### config.mk
export PLATFORM = sky130hd
export DESIGN_NAME = laser_tx_scheduler
export DESIGN_NICKNAME = d
export VERILOG_FILES = /design/src/rtl/lasernet_pkg.sv /design/src/rtl/retx_timer.sv /design/src/rtl/laser_tx_scheduler.sv
export SDC_FILE = /design/constraint.sdc
export NUM_CORES = 1
export LEC_CHECK = 0
export CORE_MARGIN = 1.5
export CORE_UTILIZATION = 50
export CTS_CLUSTER_DIAMETER = 120
export DETAILED_ROUTE_END_ITERATION = 8
export DONT_BUFFER_PORTS = 1
export SLEW_MARGIN = 40
export SYNTH_ARGS = -nofsm -noshare
export SYNTH_HDL_FRONTEND = slang
export SYNTH_SLANG_ARGS = --single-unit
### constraint.sdc
create_clock -name clk -period 14.7 [get_ports clk]
set_input_delay 4.41 -clock clk [delete_from_list [all_inputs] [get_ports clk]]
set_output_delay 4.41 -clock clk [all_outputs]
set_load 0.01 [all_outputs]
### src/rtl/lasernet_pkg.sv
// Shared definitions for the laser transmit path.
// Holds the scheduler state encoding, the serializer word width and the
// default timing parameters for a 65 MHz system clock.
package lasernet_pkg;

    // Serializer word width
    localparam int unsigned WORD_W = 32;

    // Defaults at 65 MHz
    localparam int unsigned DEF_WORDS          = 9;
    localparam int unsigned DEF_GAP_CYCLES     = 650;        // 10 us
    localparam int unsigned DEF_TIMEOUT_CYCLES = 65_000_000; // 1 s
    localparam int unsigned DEF_TIMER_W        = 27;

    // Transmit scheduler states
    typedef enum logic [1:0] {
        IDLE = 2'd0,
        SEND = 2'd1,
        GAP  = 2'd2
    } tx_state_e;

endpackage

### src/rtl/retx_timer.sv
// Go-back-n retransmission timer.
// Counts enabled cycles since the last clear and emits a one-cycle timeout
// pulse when TIMEOUT_CYCLES elapse with no clear, then restarts the period.
// Ports:
//   clk, reset_n - clock, asynchronous active-low reset
//   enable       - unacknowledged data outstanding; counter held at 0 when low
//   clear        - ACK progress or packet sent; restarts the period
//   timeout      - registered one-cycle expiry pulse
module retx_timer
    import lasernet_pkg::*;
#(
    parameter int unsigned TIMEOUT_CYCLES = DEF_TIMEOUT_CYCLES,
    parameter int unsigned TIMER_W        = DEF_TIMER_W
) (
    input  logic clk,
    input  logic reset_n,
    input  logic enable,
    input  logic clear,
    output logic timeout
);

    logic [TIMER_W-1:0] count;
    logic               at_limit;

    assign at_limit = (count == TIMER_W'(TIMEOUT_CYCLES - 1));

    // Clear has priority over expiry, so a coincident clear suppresses the pulse
    always_ff @(posedge clk or negedge reset_n) begin
        if (!reset_n) begin
            count   <= '0;
            timeout <= 1'b0;
        end else if (!enable || clear) begin
            count   <= '0;
            timeout <= 1'b0;
        end else if (at_limit) begin
            count   <= '0;
            timeout <= 1'b1;
        end else begin
            count   <= count + TIMER_W'(1);
            timeout <= 1'b0;
        end
    end

endmodule

### src/rtl/laser_tx_scheduler.sv
// Laser transmit scheduler.
// Captures one WORDS-word packet from the generator, streams it MSB word
// first to the bit serializer over valid/ready, waits an inter-packet gap and
// then pulses packetsent. Also hosts the retransmission timer.
// Ports:
//   clk, reset_n         - clock, asynchronous active-low reset
//   packet, pkt_valid    - packet from generator, held until pkt_ack
//   pkt_ack              - one-cycle pulse, packet captured
//   word_out, word_valid - current word to serializer
//   word_ready           - serializer accepts word_out this cycle
//   packetsent           - one-cycle pulse after the gap following the last word
//   ack_progress         - incoming ACK number advanced
//   timer_enable         - unacknowledged data outstanding
//   timeout              - one-cycle pulse, retransmit timer expired
//   busy                 - scheduler not in IDLE
module laser_tx_scheduler
    import lasernet_pkg::*;
#(
    parameter int unsigned WORDS          = DEF_WORDS,
    parameter int unsigned GAP_CYCLES     = DEF_GAP_CYCLES,
    parameter int unsigned TIMEOUT_CYCLES = DEF_TIMEOUT_CYCLES,
    parameter int unsigned TIMER_W        = DEF_TIMER_W
) (
    input  logic                    clk,
    input  logic                    reset_n,
    input  logic [WORD_W*WORDS-1:0] packet,
    input  logic                    pkt_valid,
    output logic                    pkt_ack,
    output logic [WORD_W-1:0]       word_out,
    output logic                    word_valid,
    input  logic                    word_ready,
    output logic                    packetsent,
    input  logic                    ack_progress,
    input  logic                    timer_enable,
    output logic                    timeout,
    output logic                    busy
);

    localparam int unsigned PKT_W   = WORD_W * WORDS;
    localparam int unsigned IDX_W   = (WORDS > 1) ? $clog2(WORDS) : 1;
    localparam int unsigned GAP_W   = (GAP_CYCLES > 1) ? $clog2(GAP_CYCLES) : 1;
    // Top bit of the word that follows the head of the capture buffer
    localparam int unsigned NEXT_HI = (WORDS > 1) ? (PKT_W - WORD_W - 1) : (WORD_W - 1);

    localparam logic [IDX_W-1:0] LAST_IDX = IDX_W'(WORDS - 1);
    localparam logic [GAP_W-1:0] GAP_LOAD = GAP_W'(GAP_CYCLES - 1);

    tx_state_e          state_q;
    tx_state_e          state_d;
    logic [IDX_W-1:0]   idx_q;
    logic [IDX_W-1:0]   idx_d;
    logic [GAP_W-1:0]   gap_q;
    logic [GAP_W-1:0]   gap_d;
    logic [WORD_W-1:0]  word_d;
    logic               word_valid_d;
    logic               pkt_ack_d;
    logic               packetsent_d;
    logic               busy_d;
    logic               capture;
    logic               shift;
    logic [PKT_W-1:0]   buf_q;

    // Next-state and registered-output logic
    always_comb begin
        state_d      = state_q;
        idx_d        = idx_q;
        gap_d        = gap_q;
        word_d       = word_out;
        word_valid_d = word_valid;
        pkt_ack_d    = 1'b0;
        packetsent_d = 1'b0;
        capture      = 1'b0;
        shift        = 1'b0;

        unique case (state_q)
            IDLE: begin
                if (pkt_valid) begin
                    capture      = 1'b1;
                    pkt_ack_d    = 1'b1;
                    word_valid_d = 1'b1;
                    word_d       = packet[PKT_W-1 -: WORD_W];
                    idx_d        = '0;
                    state_d      = SEND;
                end
            end

            SEND: begin
                if (word_ready) begin
                    if (idx_q == LAST_IDX) begin
                        word_valid_d = 1'b0;
                        word_d       = '0;
                        idx_d        = '0;
                        // A one-cycle gap completes on the handshake edge itself
                        if (GAP_CYCLES == 1) begin
                            gap_d        = '0;
                            packetsent_d = 1'b1;
                            state_d      = IDLE;
                        end else begin
                            gap_d   = GAP_LOAD;
                            state_d = GAP;
                        end
                    end else begin
                        idx_d  = idx_q + IDX_W'(1);
                        word_d = buf_q[NEXT_HI -: WORD_W];
                        shift  = 1'b1;
                    end
                end
            end

            GAP: begin
                gap_d = gap_q - GAP_W'(1);
                // Leaving on the edge into count 0 makes packetsent and IDLE coincide
                if (gap_q == GAP_W'(1)) begin
                    packetsent_d = 1'b1;
                    state_d      = IDLE;
                end
            end

            default: begin
                state_d      = IDLE;
                word_valid_d = 1'b0;
            end
        endcase

        busy_d = (state_d != IDLE);
    end

    // State and output registers
    always_ff @(posedge clk or negedge reset_n) begin
        if (!reset_n) begin
            state_q    <= IDLE;
            idx_q      <= '0;
            gap_q      <= '0;
            word_out   <= '0;
            word_valid <= 1'b0;
            pkt_ack    <= 1'b0;
            packetsent <= 1'b0;
            busy       <= 1'b0;
        end else begin
            state_q    <= state_d;
            idx_q      <= idx_d;
            gap_q      <= gap_d;
            word_out   <= word_d;
            word_valid <= word_valid_d;
            pkt_ack    <= pkt_ack_d;
            packetsent <= packetsent_d;
            busy       <= busy_d;
        end
    end

    // Capture buffer: head word is the one on word_out, shifted up per handshake
    always_ff @(posedge clk) begin
        if (capture) begin
            buf_q <= packet;
        end else if (shift) begin
            buf_q <= buf_q << WORD_W;
        end
    end

    retx_timer #(
        .TIMEOUT_CYCLES (TIMEOUT_CYCLES),
        .TIMER_W        (TIMER_W)
    ) u_retx_timer (
        .clk     (clk),
        .reset_n (reset_n),
        .enable  (timer_enable),
        .clear   (ack_progress | packetsent),
        .timeout (timeout)
    );

endmodule

======== After elaboration in Yosys (flattened, before gate mapping) ========
Cells that the tools add are included.
storage, ports and cells
  input port bits ......................... 294
  flip-flop bits (word level) ............. 336
  logic and storage cells ................. 67
  output and inout port bits .............. 37
cells by class
  equality and inequality tests ........... 8
  $add $sub $neg .......................... 3
  multiplexer cells ....................... 33
  reductions and logical operators ........ 10
  bitwise gates (word level) .............. 2
operators by type and width
  kind                                                 count
  two-way mux 256 bit                                  2
  two-way mux 32 bit                                   3
  one-hot mux 32 bit (2 select lines)                  1
  two-way mux 27 bit                                   2
  adder 27 x 1 -> 27 bit (second input constant)       1
  == test 27 x 26 -> 1 bit (second input constant)     1
  two-way mux 10 bit                                   2
  one-hot mux 10 bit (2 select lines)                  1
  two-way mux 1 bit                                    12
  two-way mux 4 bit                                    3
  == test 10 x 1 -> 1 bit (second input constant)      1
  subtractor 10 x 1 -> 10 bit (second input constant)  1
  two-way mux 2 bit                                    4
  one-hot mux 4 bit (2 select lines)                   1
  nonzero test 2 bit                                   4
  inequality test 2 bit (second input constant)        3
  one-hot mux 2 bit (3 select lines)                   1
  AND reduction 3 bit                                  2
  adder 4 x 1 -> 4 bit (second input constant)         1
  == test 4 bit (second input constant)                1
  AND reduction 4 bit                                  1
  one-hot mux 1 bit (3 select lines)                   1
  == test 2 x 1 -> 1 bit (second input constant)       1
  == test 2 bit (second input constant)                1
  5 further kinds                                      5

======== Depth between registers and ports, before layout ========
  depth in word-level cells ............... 6
  mapped depth ............................ 8
  mapped depth without buffers ............ 6

======== Modules after synthesis ========
From an unflattened synthesis, not the netlist that was laid out.
second synthesis, totals
  cells, all modules ...................... 933
  area, all modules ....................... 14,752.9 um2
modules (own cells, without submodules)
  module              seq. area each (um2)  times used  cells an instance  area an instance (um2)
  laser_tx_scheduler  8,988.6               1           767                13,231.4
  retx_timer          700.7                 1           166                1,521.5

======== Least setup slack after synthesis ========
OpenSTA, ideal clock, no wires.
  kind .................................... input to register
  start point ............................. input word_ready
  end point ............................... register buf_q[0], enable pin
  setup slack ............................. -2.451 ns
  setup time .............................. 0.927 ns
  path buffers ............................ 0
  required time ........................... 13.773 ns
  stages .................................. 2
  arrival time ............................ 16.224 ns
  cells stage by stage .................... nand2_1 -> o21bai_1
on the way
  longest elaborated chain between the ends .. 3
ends and longest elaborated chain
  element                       line                       source
  from (decl)                   laser_tx_scheduler.sv:31   input logic word_ready,
  two-way mux 1 bit             laser_tx_scheduler.sv:88   if (word_ready) begin
  two-way mux 1 bit             laser_tx_scheduler.sv:75   unique case (state_q)
  nonzero test 2 bit (no line)  -
  to (signal assigned)          laser_tx_scheduler.sv:154  buf_q <= packet;
  to (signal assigned)          laser_tx_scheduler.sv:156  buf_q <= buf_q << WORD_W;
  to (decl)                     laser_tx_scheduler.sv:61   logic [PKT_W-1:0] buf_q;
Every way passes these cells.
A chain may end at the register's enable or synchronous reset.

======== Worst setup path in the final report ========
  start point ............................. input pkt_valid
  end point ............................... register buf_q[41], enable pin
on the way
  longest elaborated chain between the ends .. 3
ends and longest elaborated chain
  element                       line                      source
  from (decl)                   laser_tx_scheduler.sv:27  input logic pkt_valid,
  two-way mux 1 bit             laser_tx_scheduler.sv:77  if (pkt_valid) begin
  two-way mux 1 bit             laser_tx_scheduler.sv:75
  nonzero test 2 bit (no line)  -
Every way passes these cells.

==> impl_results.md <==
- Outcome: finished, final reports clean
- Root Buffer: clkbuf_16
- Critical path type: in -> reg
- Commonest non-fill, non-tap cells in the layout: edfxtp_1 (256), mux2_2 (224), dfrtp_1 (80)
- Tot Pwr: roughly 3.4 mW
- Worst endpoint required time: approximately 15 ns
- Post-layout min period: about 6.4 ns
- Filler Cell Count: between 2000 and 2500
- Hpwl dp: around 20000 µm
- Pin count of the biggest net entering global routing: 170
- Post-synth EDFFs: 256
- Post CTS Setup Buffer Count: 0
- Crit path from: pkt_valid
- Port bufs: 0
- YS warnings: 0
- CTS tree: yes
- Ys async rst share: 23.8%
- Synth top area share: a little over half
- Core Area: ~28000 µm²
- GP Congestion: 0.784
- Avg Vias per Cell: around 5.6
- Initial core utilization: 51.1%
- Post-cts repair resize count: 0
- Die X: between 150 and 200 µm
- Detail Route Antenna Nets: 0
- R2R Path Start: state_q[0]
- Crit. End Element: flip-flop
- Commonest non-fill, non-tap cell in the layout: edfxtp_1
- Final Hold Viols: 0
- Clock sinks: roughly 340
- Via count: 7607
- RSZ-0062 raised after global routing: no
- Syn Area/Cell: 15.3 µm²
- WL final: ~29000 µm
- Hold Path Origin: idx_q[3]
- Die height: ~170 µm
- Final Core Density: a little under three fifths
- Initial antenna violation count: 21
- Cell area after synthesis: 14300 µm²
- Worst Path Max Fanout: between 70 and 80
- Part of the Yosys area used for sequential elements: approximately two thirds
- Worst setup margin: between 8 and 9 ns
- Pre-CTS setup slack: between 6 and 7 ns
- Hold WS: ~0.51 ns
- Vias in the first global route: around 7700
- Worst EP arrival: 6.56 ns
- Mapped Cells: about 930
- CTS Buf Count: 36
- Syn-to-layout area delta: 11.2%
- Slew Viols, Final: 0
- Worst-skew pair later-pin latency: just over 0.5 ns
- Worst slew margin: 47.8%
- Fmax: 0.156 GHz
- First-pass GRT wire length: approximately 42000 µm
- Part of the cycle the worst path needs: roughly 44%
- WL per Instance: between 20 and 25 µm
- Share of cells above drive strength 1: 30.9%
- Power density over the cells: around 210 nW/µm²
- Static Leakage: 5.60 nW
- Setup tns final: 0 ns
- Final setup viols: 0
- H-tree levels: 2
- First-pass DRT Iterations: 5
- # hold bufs at CTS: 0
- Slew @ Worst Pin: between 0.7 and 0.8 ns
- # IOs: about 330
- Startpoint Class: primary input
- Longest Clk Path Bufs: 3
- Residual DRC: 0
- Drt first-iter violations: about 480
- Remaining global-route overflow: 0
- Distinct cells, synth: 41
- Max-cap violation count: 0
- Clk_skew: about 0.020 ns
- CTS clk-pin slew, worst paths: approximately 0.06 ns
- Largest cells by area after synthesis: edfxtp_1 (54%), mux2_2 (18%), dfrtp_1 (14%), o21ai_0 (1.7%), a22oi_1 (1.7%)
- Die area: 29700 µm²
- Dominant synthesized flop cell: edfxtp_1
- FP Rows: slightly above 60
- Net count, final: between 1000 and 1500
- Mapped Nets: between 1000 and 1500
- Min-Delay Path Class: reg -> reg
- Yosys top cell by area: edfxtp_1
- FF+latch count, synth: roughly 340
- GRT Overall Usage: about a fifth
- Peak supply drop: roughly 130 µV
area by class of cell:
| cell class | instances | area, µm² | share of cell area, % |
|---|---|---|---|
| Antenna cell | 13 | 32.5 | 0.204 |
| Clock buffer | 46 | 970 | 6.09 |
| Clock inverter | 20 | 174 | 1.09 |
| Inverter | 8 | 30.0 | 0.189 |
| Multi-Input combinational cell | 539 | 4420 | 27.8 |
| Sequential cell | 336 | 9690 | 60.9 |
| Tap cell | 378 | 473 | 2.97 |
| Timing Repair Buffer | 10 | 130 | 0.818 |
state kept, by name, summed over array words and instances, names as in the netlist:
register	cells
pkt_ack	1
buf_q	256
word_valid	1
packetsent	1
u_retx_timer.count	27
state_q	2
busy	1
u_retx_timer.timeout	1
idx_q	4
gap_q	10
word_out	32
critical path, stage by stage:
cell and delay, ns:
nor3b_2 0.21, buf_12 0.31, o21bai_4 0.35, buf_6 0.56, buf_6 0.58
where the power goes:
part	leakage [nW]	internal [mW]	switching [mW]
sequential	3.52	1.57	0.158
combinational	1.51	0.366	0.404
clock	0.566	0.520	0.353
total	5.60	2.46	0.916
cells in the mapped netlist, types with 10 or more instances:
| cell type | n |
|---|---|
| a21oi_1 | 14 |
| a22oi_1 | 32 |
| and2_1 | 35 |
| buf_2 | 18 |
| clkbuf_1 | 33 |
| dfrtp_1 | 80 |
| edfxtp_1 | 256 |
| mux2_2 | 224 |
| nand2_1 | 49 |
| nand3_1 | 16 |
| nand4_1 | 11 |
| nor2_1 | 19 |
| o21ai_0 | 50 |
| xnor2_1 | 10 |
final timing paths:
| kind | endpoint | slack (ns) | cells after the start |
|---|---|---|---|
| worst max-delay path | buf_q[41] | 8.28 | 5 |
| worst min-delay path | idx_q[3] | 0.51 | 1 |
| worst max register to register | buf_q[41] | 11.38 | 5 |
| worst min register to register | idx_q[3] | 0.51 | 1 |
| max in group asynchronous | gap_q[4] | 10.99 | 0 |
| min in group asynchronous | pkt_ack | 3.60 | 0 |
per-layer routing:
metal,up-vias,track usage [%],wire length [µm]
met4,18,5.44,567
met1,3623,21.7,10700
met5,-,0,103
met3,60,8.58,3340
met2,339,31.0,13800
li1,3567,-,-
cells by family after synthesis:
family | count (synthesis) | synth area share [%]
AO/OA/AOI/OAI | 115 | 4.93
XOR/XNOR | 13 | 0.795
adder cells (fa/ha/maj) | 5 | 0.437
buffers and inverters | 59 | 1.70
flip-flops | 336 | 67.7
multiplexers | 224 | 17.6
AND/OR/NAND/NOR | 182 | 6.83
per-stage QoR:
step	instance area [µm²]	cells
after floorplan	14300	934
after global placement	14700	1269
after detailed placement	14700	1270
after CTS	15800	1336
after global routing	15900	1343
final	15900	1350
No activity file was read; power rests on OpenSTA's default activity.
==> edit 1: new RTL, config.mk and constraints unchanged <==
Set the package constant `DEF_GAP_CYCLES` to 162 (it was 650).
--- a/src/rtl/lasernet_pkg.sv
+++ b/src/rtl/lasernet_pkg.sv
@@ -8,7 +8,7 @@
 
     // Defaults at 65 MHz
     localparam int unsigned DEF_WORDS          = 9;
-    localparam int unsigned DEF_GAP_CYCLES     = 650;        // 10 us
+    localparam int unsigned DEF_GAP_CYCLES     = 162;        // 10 us
     localparam int unsigned DEF_TIMEOUT_CYCLES = 65_000_000; // 1 s
     localparam int unsigned DEF_TIMER_W        = 27;
 
Check against the original RTL: no difference found for any inputs over 4 cycles, from zero or initial values and one cycle with reset_n low; that may be too few to reach the edited logic, so the function may still have changed.
==> edit 1 against the original RTL <==
  * Sequential cell count shrank 2
  * Largest cell class unchanged
  * Wire length grew 1.1%
  * Combinational power shrank 11%
  * Final area shrank 0.92%
  * Worst setup slack lost 1.2 ns
  * Total power shrank 3.6%
  * Core utilization shrank 1.7 points
  * Non-clock buffer count shrank 2
  * Synthesized area grew 1.3%
  * Critical endpoint is now buf_q[114]
==> edit 1: results (changes against the original RTL) <==
The end point of the most critical hold path was word_out[5]. The first-iteration detailed-routing DRC count is 608 (+26%). The final antenna diode count is 1 (-12). Among cell families on the critical path, the largest total delay comes from buffers and inverters. The run gives 66.5% (-1.2 points) as the part of the Yosys area used for sequential elements. In this run the most critical hold path is launched from buf_q[229]. The post-synthesis mux area share was 0.147% (-17 points). The count of buffers not belonging to the clock network in the layout is 8 (-2), and the synthesized area per cell is 10.6 um2 (-31%). The maximum number of pins on one net before global-route repair came out at 179 (+5.3%).

The area share of xor/xnor cells in the synthesized design was 1.15% (+0.35 points); the number of cell instances on the worst register-to-register path was 7 (+2). The run gives 7.79 ns (+1.23 ns) as the arrival time at the worst endpoint. The largest driver fanout on the critical path is 178 (+150%). The leakage power of the design was 0.00671 uW (+20%); the fraction of area in multi-input gates was 27.8% (+0.043 points). The final weighted congestion of routability-driven global placement was 0.787 (+0.42%). The area share of buffers outside the clock network came out at 0.603% (-0.21 points). For the final wirelength, the log shows 28900 um (+1.1%). Count of H-tree levels built during CTS: 2 (unchanged).

The tools report the total clock buffers created by CTS as 37 (+2.8%). The flow ran to the end, and the final reports show no timing, DRC or antenna violations. The run gives 1683 (+33%) as the cell count after placement. The tools report the initial antenna violation count as 1 (-95%).

The fraction of the mapped netlist area in compound gates is 3.99% (-0.93 points). The sequential cell count of the final layout was 334 (-0.60%). The number of non-clock inverters was 12 (+4); the count of clock buffers in the final design was 57 (+24%). The number of global-route vias before repair came out at 8678 (+13%). The maximum cell stage delay along the critical path is 0.72 ns (+0.14 ns).

In the post-synthesis netlist, the biggest area contributors are edfxtp_1 (53%), nand2_1 (18%), dfrtp_1 (13%). The vias per cell is 5.13 (-9.0%), and the area of all sequential standard cells is 9640 um2 (-0.52%). The worst-case register-to-register setup slack came out at 9.97 ns (-1.41 ns).

Measured slew at the worst slew-check pin: 0.759 ns (-0.0222 ns). The HPWL after detailed placement was 19000 um (-4.2%); the final layout net count was 1637 (+33%). The run gives 0.479 ns (-0.0274 ns) as the minimum hold slack. The tools report the count of different cell masters after synthesis as 58 (+41%). The clock skew after layout was 0.0147 ns (-0.00540 ns); the total routing usage reported by global routing was 19.0% (+0.30 points). After synthesis, the most frequently instantiated cells are nand2_1 (697), edfxtp_1 (256), dfrtp_1 (78). The run gives 945 (+75%) as the number of multi-input combinational cells. The number of cells in the finished layout apart from fillers was 1750 (+30%); the share of final-layout standard cells stronger than drive strength 1 was 5.35% (-26 points). The worst register-to-register path ends at buf_q[114].

The fraction of registers with async set or reset after synthesis works out to 23.4% (-0.46 points). The wire length of the first global-routing pass was 45400 um (+7.9%); the adder-cell share of the synthesized area was 0.431% (-0.0056 points). Fraction of area in clock buffers and inverters: 7.05% (-0.14 points). The slowest library cell on the worst path was buf_4. The number of synthesized flops with an enable pin was 256 (unchanged); the number of fillers in the final layout was 2510 (+13%). The run gives 110 uV (-12%) as the worst supply voltage drop on vdd.
[edit 1: cell count changes in the layout (fill, tap and decap cells not counted), moves of 6 or more]
cell | unedited run | this run
nand3_1 | 16 | 10
o21ai_0 | 50 | 15
clkinv_1 | 7 | 1
and3_1 | 3 | 28
nor2_1 | 18 | 28
nand2_1 | 49 | 697
diode_2 | 13 | 1
clkbuf_1 | 8 | 16
mux2_2 | 224 | 1
a221o_1 | 0 | 27
a22oi_1 | 32 | 5
[edit 1: through the flow]
step	total power [uW]	util (%)	setup WS, ns	instance area, um2
floorplan	2300	-	5.97	14500
detailed placement	2440	51.2	6.27	14600
finish	3250	55.1	7.06	15800
CTS	3290	55.0	6.81	15800
global route	3470	55.1	6.75	15800
global placement	2400	51.0	6.18	14600
[edit 1: layer usage]
| layer | GRT usage, % | wire [um] | up-vias | share of wire (%) |
|---|---|---|---|---|
| li1 | - | - | 4537 | - |
| met1 | 24.4 | 12300 | 4094 | 42 |
| met2 | 29.3 | 13000 | 289 | 45 |
| met3 | 7.32 | 2710 | 57 | 9.4 |
| met4 | 6.92 | 870 | 0 | 3.0 |
| met5 | 0 | 0 | - | 0 |
[edit 1: how the worst max path moves through the flow]
stage,cells past startpoint,start,slack [ns],endpoint
2_1_floorplan,4,pkt_valid,5.97,buf_q[0]
3_3_place_gp,5,pkt_valid,6.18,buf_q[8]
3_5_place_dp,6,pkt_valid,6.27,buf_q[8]
4_1_cts,6,pkt_valid,6.81,buf_q[7]
5_1_grt,6,pkt_valid,6.75,buf_q[84]
6_report,6,pkt_valid,7.06,buf_q[114]
[edit 1: where the power goes]
| group | switching, uW | internal, uW | total [uW] |
|---|---|---|---|
| registers | 151 | 1570 | 1720 |
| clock network | 351 | 498 | 849 |
| logic | 462 | 226 | 688 |
==> edit 2: new RTL, same flow settings <==
Without the edit above. Take the reset off `word_out` and load it in a clocked block of its own.
--- a/src/rtl/laser_tx_scheduler.sv
+++ b/src/rtl/laser_tx_scheduler.sv
@@ -131,7 +131,6 @@
             state_q    <= IDLE;
             idx_q      <= '0;
             gap_q      <= '0;
-            word_out   <= '0;
             word_valid <= 1'b0;
             pkt_ack    <= 1'b0;
             packetsent <= 1'b0;
@@ -140,12 +139,15 @@
             state_q    <= state_d;
             idx_q      <= idx_d;
             gap_q      <= gap_d;
-            word_out   <= word_d;
             word_valid <= word_valid_d;
             pkt_ack    <= pkt_ack_d;
             packetsent <= packetsent_d;
             busy       <= busy_d;
         end
+    end
+
+    always_ff @(posedge clk) begin
+        word_out <= word_d;
     end
 
     // Capture buffer: head word is the one on word_out, shifted up per handshake
Behaviour: not the same (a bounded check fails within 4 cycles, from zero or initial values and one cycle with reset_n low).
==> edit 2 against the original RTL <==
  * Via count shrank 2.0%
  * Highest routed layer unchanged
  * Critical path type unchanged
  * Total power decreased by 0.11%
  * Worst hold slack is essentially flat
  * Final area fell by 0.27%
  * Sequential share of layout area rose by 1.2 points
  * Core utilization decreased by 0.15 points
  * Synthesized cell count is 0.96% lower
  * Worst setup slack worse by 0.48 ns
  * Wire length down 1.3%
  * Register-to-register slack lost 0.24 ns
  * Die area up 0.21%
  * Sequential cell count unchanged
  * Synthesized area grew 0.22%
==> edit 2: results (changes against the original RTL) <==
The adder-cell share of the synthesized area works out to 0.436% (-0.00095 points). The final weighted congestion of routability-driven global placement is 0.866 (+10%), and the final wirelength is 28200 um (-1.3%). Leakage power of the design: 0.00557 uW (-0.45%). Vias per cell: 5.55 (-1.5%).

Sorting the synthesized cells by area gives the leading types as edfxtp_1 (60%), mux2_2 (18%), dfrtp_1 (8.4%). The run gives 103 (-39%) as the maximum number of pins on one net before global-route repair. The total nets after synthesis is 1224 (-0.73%), and the post-synthesis mux area share is 17.7% (+0.031 points).

Wire length of the first global-routing pass: 42600 um (+1.3%). The first-iteration detailed-routing DRC count came out at 597 (+23%). The total routing usage reported by global routing is 18.8% (+0.074 points), and the worst-case register-to-register setup slack is 11.14 ns (-0.24 ns). End point of the most critical hold path: u_retx_timer.count[0]. The startpoint of the tightest hold check path is u_retx_timer.count[0]. The clock period minus worst slack is 6.90 ns (+0.484 ns). In this run the critical register-to-register path is captured at buf_q[3]. The net switching component of the power came out at 902 uW (-1.5%). The logs give 48.1% (+0.26 points) for the tightest slew margin relative to the limit and 19400 um (-2.3%) for the HPWL after detailed placement. The number of fillers in the final layout is 2197 (-1.1%), and the largest driver fanout on the critical path is 73 (+2.8%). The worst slack at placement was 7.16 ns (+0.318 ns); the fraction of the mapped netlist area in compound gates was 2.08% (-2.8 points). Fraction of registers with async set or reset after synthesis: 14.3% (-9.5 points).

The number of cells in the finished layout apart from fillers is 1344 (-0.44%). The run finished with clean final reports. The area share of xor/xnor cells in the synthesized design was 0.794% (-0.0017 points); the total clock buffers created by CTS was 37 (+2.8%). The number of cell instances on the worst register-to-register path is 6 (+1), and the placed standard-cell area is 14700 um2 (about the same).

The synthesized area per cell is 15.5 um2 (+1.2%). Number of gates resized after CTS: 0 (unchanged). The largest registers in the layout are buf_q: 256 flops, word_out: 32 flops, u_retx_timer.count: 27 flops. The initial antenna violation count was 16 (-24%); the minimum hold slack was 0.506 ns (-0.000495 ns).

Ranked by instance count, the synthesized netlist is headed by edfxtp_1 (288), mux2_2 (224), nand2_1 (84). The share of final-layout standard cells stronger than drive strength 1 was 30.5% (-0.33 points). The logs give 7702 (+0.14%) for the number of global-route vias before repair and 68.6% (+0.97 points) for the part of the Yosys area used for sequential elements. The clock skew after layout came out at 0.0102 ns (-0.00990 ns).

The worst supply voltage drop on vdd is 109 uV (-14%), and the arrival time at the worst endpoint is 7.07 ns (+0.51 ns).
-- edit 2: cell types whose count changed after synthesis, moves of 3 or more --
cell,delta
a22oi_1,-32
dfrtp_1,-32
clkbuf_1,-10
o21bai_1,-3
edfxtp_1,+32
buf_1,+3
nand2_1,+35
o21ai_0,-35
or4_1,-3
nand3_1,+30
-- edit 2: critical path, stage by stage --
cell      delay, ns
nor3b_2        0.17
buf_6          0.52
nand2b_4       0.50
buf_4          0.69
buf_6          0.34
buf_16         0.31
-- edit 2: cell type report --
| type | count | area [um2] | share of cell area [%] |
|---|---|---|---|
| antenna | 13 | 32.5 | 0.205 |
| clock buffer | 46 | 960 | 6.05 |
| clock inverter | 17 | 129 | 0.812 |
| inverter | 10 | 37.5 | 0.236 |
| multi-input combinational | 534 | 4280 | 27.0 |
| sequential | 336 | 9850 | 62.0 |
| tap | 378 | 473 | 2.98 |
| timing repair buffer | 10 | 114 | 0.717 |
-- edit 2: cell families (layout without fill, tap and decap cells) --
logic type / after synthesis / in the layout
DFF: 336 / 336
and+or+nand+nor: 243 / 243
muxes: 225 / 225
buffers and inverters: 55 / 83
AOI/OAI and AO/OA: 48 / 48
xor gates and xnor gates: 13 / 13
adders and majority gates: 5 / 5
other: 0 / 13
-- edit 2: power groups by stage --
stage	registers [uW]	clock network, uW	logic [uW]
6_report	1760	844	763
5_1_grt	1810	898	851
4_1_cts	1770	862	766
3_5_place_dp	1790	0	755
3_3_place_gp	1770	0	730
2_1_floorplan	1830	0	613
-- edit 2: layer usage --
metal	up-vias	GRT usage [%]	routed length, um
met5	-	0	46
met4	8	5.37	561
met3	50	7.71	2870
met2	306	31.2	13600
met1	3572	22.4	11100
li1	3522	-	-
